<file path="src/rtl/cpu_pkg.sv">
// Shared encodings for the 16-bit multi-cycle core control path.
// Opcodes, ALU ops, sequencer states, instruction fields and decode bundle.
package cpu_pkg;

    typedef enum logic [3:0] {
        OP_NOP   = 4'h0,
        OP_ADD   = 4'h1,
        OP_SUB   = 4'h2,
        OP_AND   = 4'h3,
        OP_OR    = 4'h4,
        OP_XOR   = 4'h5,
        OP_SHL   = 4'h6,
        OP_SHR   = 4'h7,
        OP_ADDI  = 4'h8,
        OP_LDI   = 4'h9,
        OP_JMP   = 4'hA,
        OP_BEQZ  = 4'hB,
        OP_RSV_C = 4'hC,
        OP_RSV_D = 4'hD,
        OP_RSV_E = 4'hE,
        OP_HALT  = 4'hF
    } opcode_t;

    typedef enum logic [2:0] {
        ALU_ADD   = 3'b000,
        ALU_SUB   = 3'b001,
        ALU_AND   = 3'b010,
        ALU_OR    = 3'b011,
        ALU_XOR   = 3'b100,
        ALU_SHL   = 3'b101,
        ALU_SHR   = 3'b110,
        ALU_PASSB = 3'b111
    } alu_op_t;

    typedef enum logic [2:0] {
        S_IDLE,
        S_FETCH,
        S_DECODE,
        S_EXECUTE,
        S_WRITEBACK,
        S_HALT
    } state_t;

    localparam int OP_HI   = 15;
    localparam int OP_LO   = 12;
    localparam int RD_HI   = 11;
    localparam int RD_LO   = 9;
    localparam int RS1_HI  = 8;
    localparam int RS1_LO  = 6;
    localparam int RS2_HI  = 5;
    localparam int RS2_LO  = 3;
    localparam int IMM6_HI = 5;
    localparam int IMM6_LO = 0;
    localparam int IMM8_HI = 7;
    localparam int IMM8_LO = 0;

    typedef struct packed {
        logic [2:0] alu_op;
        logic       mux1_sel;
        logic       mux2_sel;
        logic       writes_rf;
        logic       is_jmp;
        logic       is_beqz;
        logic       is_halt;
        logic       is_illegal;
    } ctrl_t;

endpackage

</file>
<file path="src/rtl/cpu_decoder.sv">
// Combinational opcode decode into the datapath control bundle.
// Reserved opcodes C..E behave as NOP and raise is_illegal.
module cpu_decoder
    import cpu_pkg::*;
(
    input  logic [3:0] opcode,
    output ctrl_t      ctrl
);

    logic is_rtype;
    logic is_rsv;

    assign is_rtype = (opcode >= 4'(OP_ADD)) && (opcode <= 4'(OP_SHR));
    assign is_rsv   = (opcode >= 4'(OP_RSV_C)) && (opcode <= 4'(OP_RSV_E));

    always_comb begin
        ctrl = '0;
        unique case (1'b1)
            is_rtype: begin
                ctrl.alu_op    = opcode[2:0] - 3'd1;
                ctrl.writes_rf = 1'b1;
            end
            (opcode == OP_ADDI): begin
                ctrl.alu_op    = ALU_ADD;
                ctrl.mux1_sel  = 1'b1;
                ctrl.writes_rf = 1'b1;
            end
            (opcode == OP_LDI): begin
                ctrl.mux2_sel  = 1'b1;
                ctrl.writes_rf = 1'b1;
            end
            (opcode == OP_JMP):  ctrl.is_jmp     = 1'b1;
            (opcode == OP_BEQZ): ctrl.is_beqz    = 1'b1;
            (opcode == OP_HALT): ctrl.is_halt    = 1'b1;
            is_rsv:              ctrl.is_illegal = 1'b1;
            default: ;
        endcase
    end

endmodule

</file>
<file path="src/rtl/cpu_sequencer.sv">
// Multi-cycle control sequencer: owns pc/ir, fetches over req/ack,
// and drives ALU op, mux selects and register-file write per state.
module cpu_sequencer
    import cpu_pkg::*;
#(
    parameter int              PC_W     = 8,
    parameter int              INSTR_W  = 16,
    parameter logic [PC_W-1:0] RESET_PC = '0
) (
    input  logic               clk,
    input  logic               rstn,
    input  logic               run,
    output logic               imem_req,
    output logic [PC_W-1:0]    imem_addr,
    input  logic               imem_ack,
    input  logic [INSTR_W-1:0] imem_data,
    input  logic               src_zero,
    output logic [PC_W-1:0]    pc,
    output logic [INSTR_W-1:0] ir,
    output logic [2:0]         rf_raddr_a,
    output logic [2:0]         rf_raddr_b,
    output logic [2:0]         rf_waddr,
    output logic               rf_we,
    output logic [2:0]         alu_op,
    output logic               mux1_sel,
    output logic               mux2_sel,
    output logic               halted,
    output logic               illegal,
    output logic [15:0]        retired
);

    state_t          state_q;
    state_t          state_d;
    ctrl_t           ctrl;
    logic            branch_taken;
    logic [PC_W-1:0] target;
    logic            ctl_valid;

    cpu_decoder u_dec (
        .opcode (ir[OP_HI:OP_LO]),
        .ctrl   (ctrl)
    );

    assign target = PC_W'(ir[IMM8_HI:IMM8_LO]);

    always_ff @(posedge clk or posedge rstn) begin
        if (rstn) state_q <= S_IDLE;
        else      state_q <= state_d;
    end

    // Outputs decode only registered state and ir, so they hold per state.
    always_comb begin
        state_d    = state_q;
        imem_req   = 1'b0;
        imem_addr  = pc;
        rf_raddr_a = ir[RS1_HI:RS1_LO];
        rf_raddr_b = ir[RS2_HI:RS2_LO];
        rf_waddr   = ir[RD_HI:RD_LO];
        rf_we      = 1'b0;
        alu_op     = ALU_ADD;
        mux1_sel   = 1'b0;
        mux2_sel   = 1'b0;
        halted     = 1'b0;
        illegal    = 1'b0;
        ctl_valid  = (state_q == S_EXECUTE) || (state_q == S_WRITEBACK);

        if (ctrl.is_beqz) rf_raddr_a = ir[RD_HI:RD_LO];

        if (ctl_valid) begin
            alu_op   = ctrl.alu_op;
            mux1_sel = ctrl.mux1_sel;
            mux2_sel = ctrl.mux2_sel;
        end

        unique case (state_q)
            S_IDLE: begin
                if (run) state_d = S_FETCH;
            end
            S_FETCH: begin
                imem_req = 1'b1;
                if (imem_ack) state_d = S_DECODE;
            end
            S_DECODE: state_d = S_EXECUTE;
            S_EXECUTE: begin
                illegal = ctrl.is_illegal;
                state_d = ctrl.is_halt ? S_HALT : S_WRITEBACK;
            end
            S_WRITEBACK: begin
                rf_we   = ctrl.writes_rf;
                state_d = run ? S_FETCH : S_IDLE;
            end
            S_HALT: halted = 1'b1;
            default: state_d = S_IDLE;
        endcase
    end

    always_ff @(posedge clk or posedge rstn) begin
        if (rstn) begin
            pc           <= RESET_PC;
            ir           <= '0;
            retired      <= '0;
            branch_taken <= 1'b0;
        end else begin
            if (state_q == S_FETCH && imem_ack) ir <= imem_data;
            if (state_q == S_EXECUTE) begin
                branch_taken <= ctrl.is_beqz & src_zero;
                if (ctrl.is_halt) retired <= retired + 16'd1;
            end
            if (state_q == S_WRITEBACK) begin
                retired <= retired + 16'd1;
                if (ctrl.is_jmp || branch_taken) pc <= target;
                else                             pc <= pc + PC_W'(1);
            end
        end
    end

endmodule

</file>
<file path="config.mk">
export PLATFORM = sky130hd
export DESIGN_NAME = cpu_sequencer
export DESIGN_NICKNAME = d
export VERILOG_FILES = /design/src/rtl/cpu_pkg.sv /design/src/rtl/cpu_decoder.sv /design/src/rtl/cpu_sequencer.sv
export SDC_FILE = /design/constraint.sdc
export NUM_CORES = 1
export LEC_CHECK = 0
export CORE_UTILIZATION = 48
export DETAILED_ROUTE_END_ITERATION = 8
export GPL_TIMING_DRIVEN = 0
export PLACE_DENSITY_LB_ADDON = 0.12
export SLEW_MARGIN = 20
export SYNTH_ARGS = -nofsm -noshare
export SYNTH_HDL_FRONTEND = slang
export SYNTH_SLANG_ARGS = --single-unit
</file>
<file path="constraint.sdc">
create_clock -name clk -period 4.48 [get_ports clk]
set_clock_uncertainty 0.1 [all_clocks]
set_input_delay 1.12 -clock clk [delete_from_list [all_inputs] [get_ports clk]]
set_output_delay 1.12 -clock clk [all_outputs]
set_load 0.02 [all_outputs]
</file>
==> run_results.csv <==
group,metric,value,unit
cts,cts_buffers,5,
worst_setup_path,rr_endpoint,"imem_addr[7]",
floorplan,start_util,50.2,%
synth,synthArstFlopShare,100,%
global_routing,grt_max_degree,31,
outcome,outcome,"finished, final reports clean",
worst_setup_path,timing.rr.start,"ir[12]",
synth,ys_ff_latch,44,
cts,ctsHoldBuffers,0,
power_and_ir_drop,pwr-share-clk,13.3,%
place,gp_congestion,0.842,
drt,vias,1937,
finish,final_net_count,341,
finish,layout-drive-gt1-share,17.5,%
cts,post_cts_resize_count,0,
drt,ant_nets,0,
power_and_ir_drop,p_int,1.37,mW
worst_setup_path,cpMaxStageDelayCell,"clkdlybuf4s50_1",
floorplan,die_x,72.5,um
synth,synth.most_common_cell,"dfrtp_1",
hold_path,hold_path.startpoint,"retired[15]",
floorplan,dieArea,5260,sq um
synth,ys_seq_area_share,46.1,%
worst_setup_path,cp_max_fo,10,
global_routing,grt_pass1_vias,1926,
global_routing,gr-total-overflow,0,
synth,synth_warnings,0,
hold_path,min_to,"retired[15]",
worst_setup_path,crit_path_frequent_cell,"buf_6",
floorplan,die_h,72.5,um
synth,synthDominantCellAreaShare,46.1,%
cts,cts_tree,"done",
power_and_ir_drop,power_frac_seq,30.5,%
timing,post-route-min-period,3.60,ns
floorplan,rows,25,
synth,synth_edf_count,0,
finish,multi_input_area,1090,sq um
drt,viasPerCell,5.08,
place,place_ws,1.20,ns
timing,setup_viol,0,
worst_setup_path,ff2ff_setup_slack,2.57,ns
timing,rsz0062_at_grt,"no",
worst_setup_path,r2r_cells,6,
finish,post-route-util,72.8,%
worst_setup_path,crit_type,"register to primary output",
worst_setup_path,slowest_delay,0.62,ns
finish,nFillCells,376,
synth,yosys-top-cells-count,"44 x dfrtp_1, 20 x nand2_1, 19 x mux2_2",
hold_path,hp-class,"register to register",
place,port-buffer-count,86,
global_routing,grt_first_pass_wirelength,9120,um
power_and_ir_drop,vdd_drop_max,420,uV
worst_setup_path,required,3.26,ns
timing,final.setup.tns,0,ns
global_routing,grt_antenna_before_repair,0,
synth,postSynthAreaPerCell,10.9,sq um
cts,cts.clk_slew.worst_paths,0.09,ns
drt,route.detailed.drc,0,
finish,n_antenna_cell,0,
timing,worst_pin_slew,0.576,ns
place,place_area,3350,sq um
drt,wl_per_cell,14.1,um
synth,synth_fp_nets,247,
floorplan,core_area,4750,sq um
global_routing,grt_use_total,22.3,%
worst_setup_path,path_cells,"buf_6 > or3b_4 > buf_6 > nand2_1 > o211ai_1 > a21oi_1 > clkdlybuf4s50_1",
run,maxCapViolCount,0,
floorplan,ios,87,
power_and_ir_drop,power_density,660,nW/um^2
timing,hold_violations,0,
finish,register_area,1100,sq um
finish,synthToLayoutAreaGrowth,45.1,%
power_and_ir_drop,power.net_switching,0.916,mW
timing,min_period_over_period,80.5,%
timing,relSlewSlack,61.3,%
hold_path,holdPathStages,1,
cts,ctsRootBufferMaster,"clkbuf_8",
drt,dr.first_iter.drc_count,74,
cts,cts_setup_buffers,0,
cts,clock-sinks,44,
synth,syn_area,2390,sq um
drt,dr.pass1.iters,4,
worst_setup_path,worstSetupStartpointType,"register",
worst_setup_path,arrival,2.38,ns
timing,final_max_slew_viol_count,0,
synth,syn_inst,219,
cts,clock_latency,0.30,ns
synth,ys_types,43,
power_and_ir_drop,p_comb_share,56.2,%
place,dp_hpwl,4010,um
worst_setup_path,endpoint_kind,"primary output",
power_and_ir_drop,switching_share,40.1,%
finish,finalInstanceArea,3460,sq um
timing,fin_ws,0.875,ns
timing,clock.fmax,277,MHz
synth,ys_dominant_reg_cell,"dfrtp_1",
cts,cts_htree_levels,2,
synth,synth_area_leaders,"dfrtp_1 46%, mux2_2 9.0%, xnor2_1 5.1%",
cts,clk_path_buf_depth,2,
synth,post-synth-top-area-cell,"dfrtp_1",
power_and_ir_drop,power.total,2.29,mW
drt,wl,5360,um
power_and_ir_drop,power.leakage,1.48,nW
## how the worst max path moves through the flow
stage / from / end / slack, ns / cells after the start
2_1_floorplan: state_q[1] / alu_op[2] / 1.66 / 6
4_1_cts: state_q[1] / alu_op[2] / 0.86 / 7
3_3_place_gp: state_q[1] / alu_op[2] / 1.19 / 7
6_report: state_q[1] / alu_op[2] / 0.88 / 7
5_1_grt: state_q[0] / rf_we / 0.72 / 5
3_5_place_dp: state_q[1] / alu_op[2] / 1.20 / 7
## state kept, by name, indices dropped and copies added, names as in the netlist
signal,flops
imem_addr,8
ir,16
retired,16
state_q,3
branch_taken,1
## final cells by class
class                           instances  area share, %
Buffer                                 22           5.09
Clock buffer                            5           1.99
Clock inverter                          3           1.23
Inverter                                6          0.650
Multi-Input combinational cell        147           31.4
Sequential cell                        44           31.8
Tap cell                               67           2.42
Timing Repair Buffer                   87           25.4
## critical path, delay by kind of cell, from the launching register on
family,cells,cell delay (ns)
buf+inv,3,0.92
compound gates,2,0.29
flops,1,0.38
simple gates,2,0.51
## stage by stage
step / hold slack (ns) / std cells
after floorplan: 0.399 / 219
after global placement: 0.362 / 372
after detailed placement: 0.364 / 373
after CTS: 0.383 / 381
after global routing: 0.399 / 381
final: 0.379 / 381
## cells by family after synthesis
logic type	count (synthesis)	share of synthesized area, %
fa+ha+maj	7	3.67
flops	44	46.1
compound gates	27	8.54
simple gates	73	16.4
mux	24	11.1
xor+xnor	16	5.87
buf+inv	28	8.33
## power by group through the flow
stage / registers [mW] / logic [mW] / clock network [mW]
6_report: 0.697 / 1.29 / 0.303
5_1_grt: 0.725 / 1.38 / 0.327
4_1_cts: 0.695 / 1.30 / 0.309
3_5_place_dp: 0.703 / 1.29 / 0
3_3_place_gp: 0.698 / 1.26 / 0
2_1_floorplan: 0.816 / 0.623 / 0
## per-layer routing
layer	track usage, %	routed length (um)
met4	6.75	63
met5	0	0
met1	27.7	2320
met2	38.8	2760
met3	5.00	219
## placed cells by master (no fill, tap or decap), types with 3 or more instances in the layout
| cell type | synthesis | routed |
|---|---|---|
| inv_1 | 6 | 5 |
| clkbuf_8 | 1 | 6 |
| and3_1 | 5 | 5 |
| and2_1 | 3 | 3 |
| buf_6 | 3 | 3 |
| nand2_1 | 20 | 20 |
| dfrtp_1 | 44 | 44 |
| xnor2_1 | 14 | 14 |
| nor2_1 | 8 | 8 |
| nand3_1 | 11 | 11 |
| o21ai_0 | 8 | 8 |
| mux2_2 | 19 | 19 |
| clkdlybuf4s50_1 | 0 | 86 |
| ha_1 | 7 | 7 |
| a21oi_1 | 4 | 4 |
| mux2i_1 | 5 | 5 |
| nand4_1 | 10 | 10 |
| buf_4 | 16 | 16 |
No activity file was read; power rests on OpenSTA's default activity.
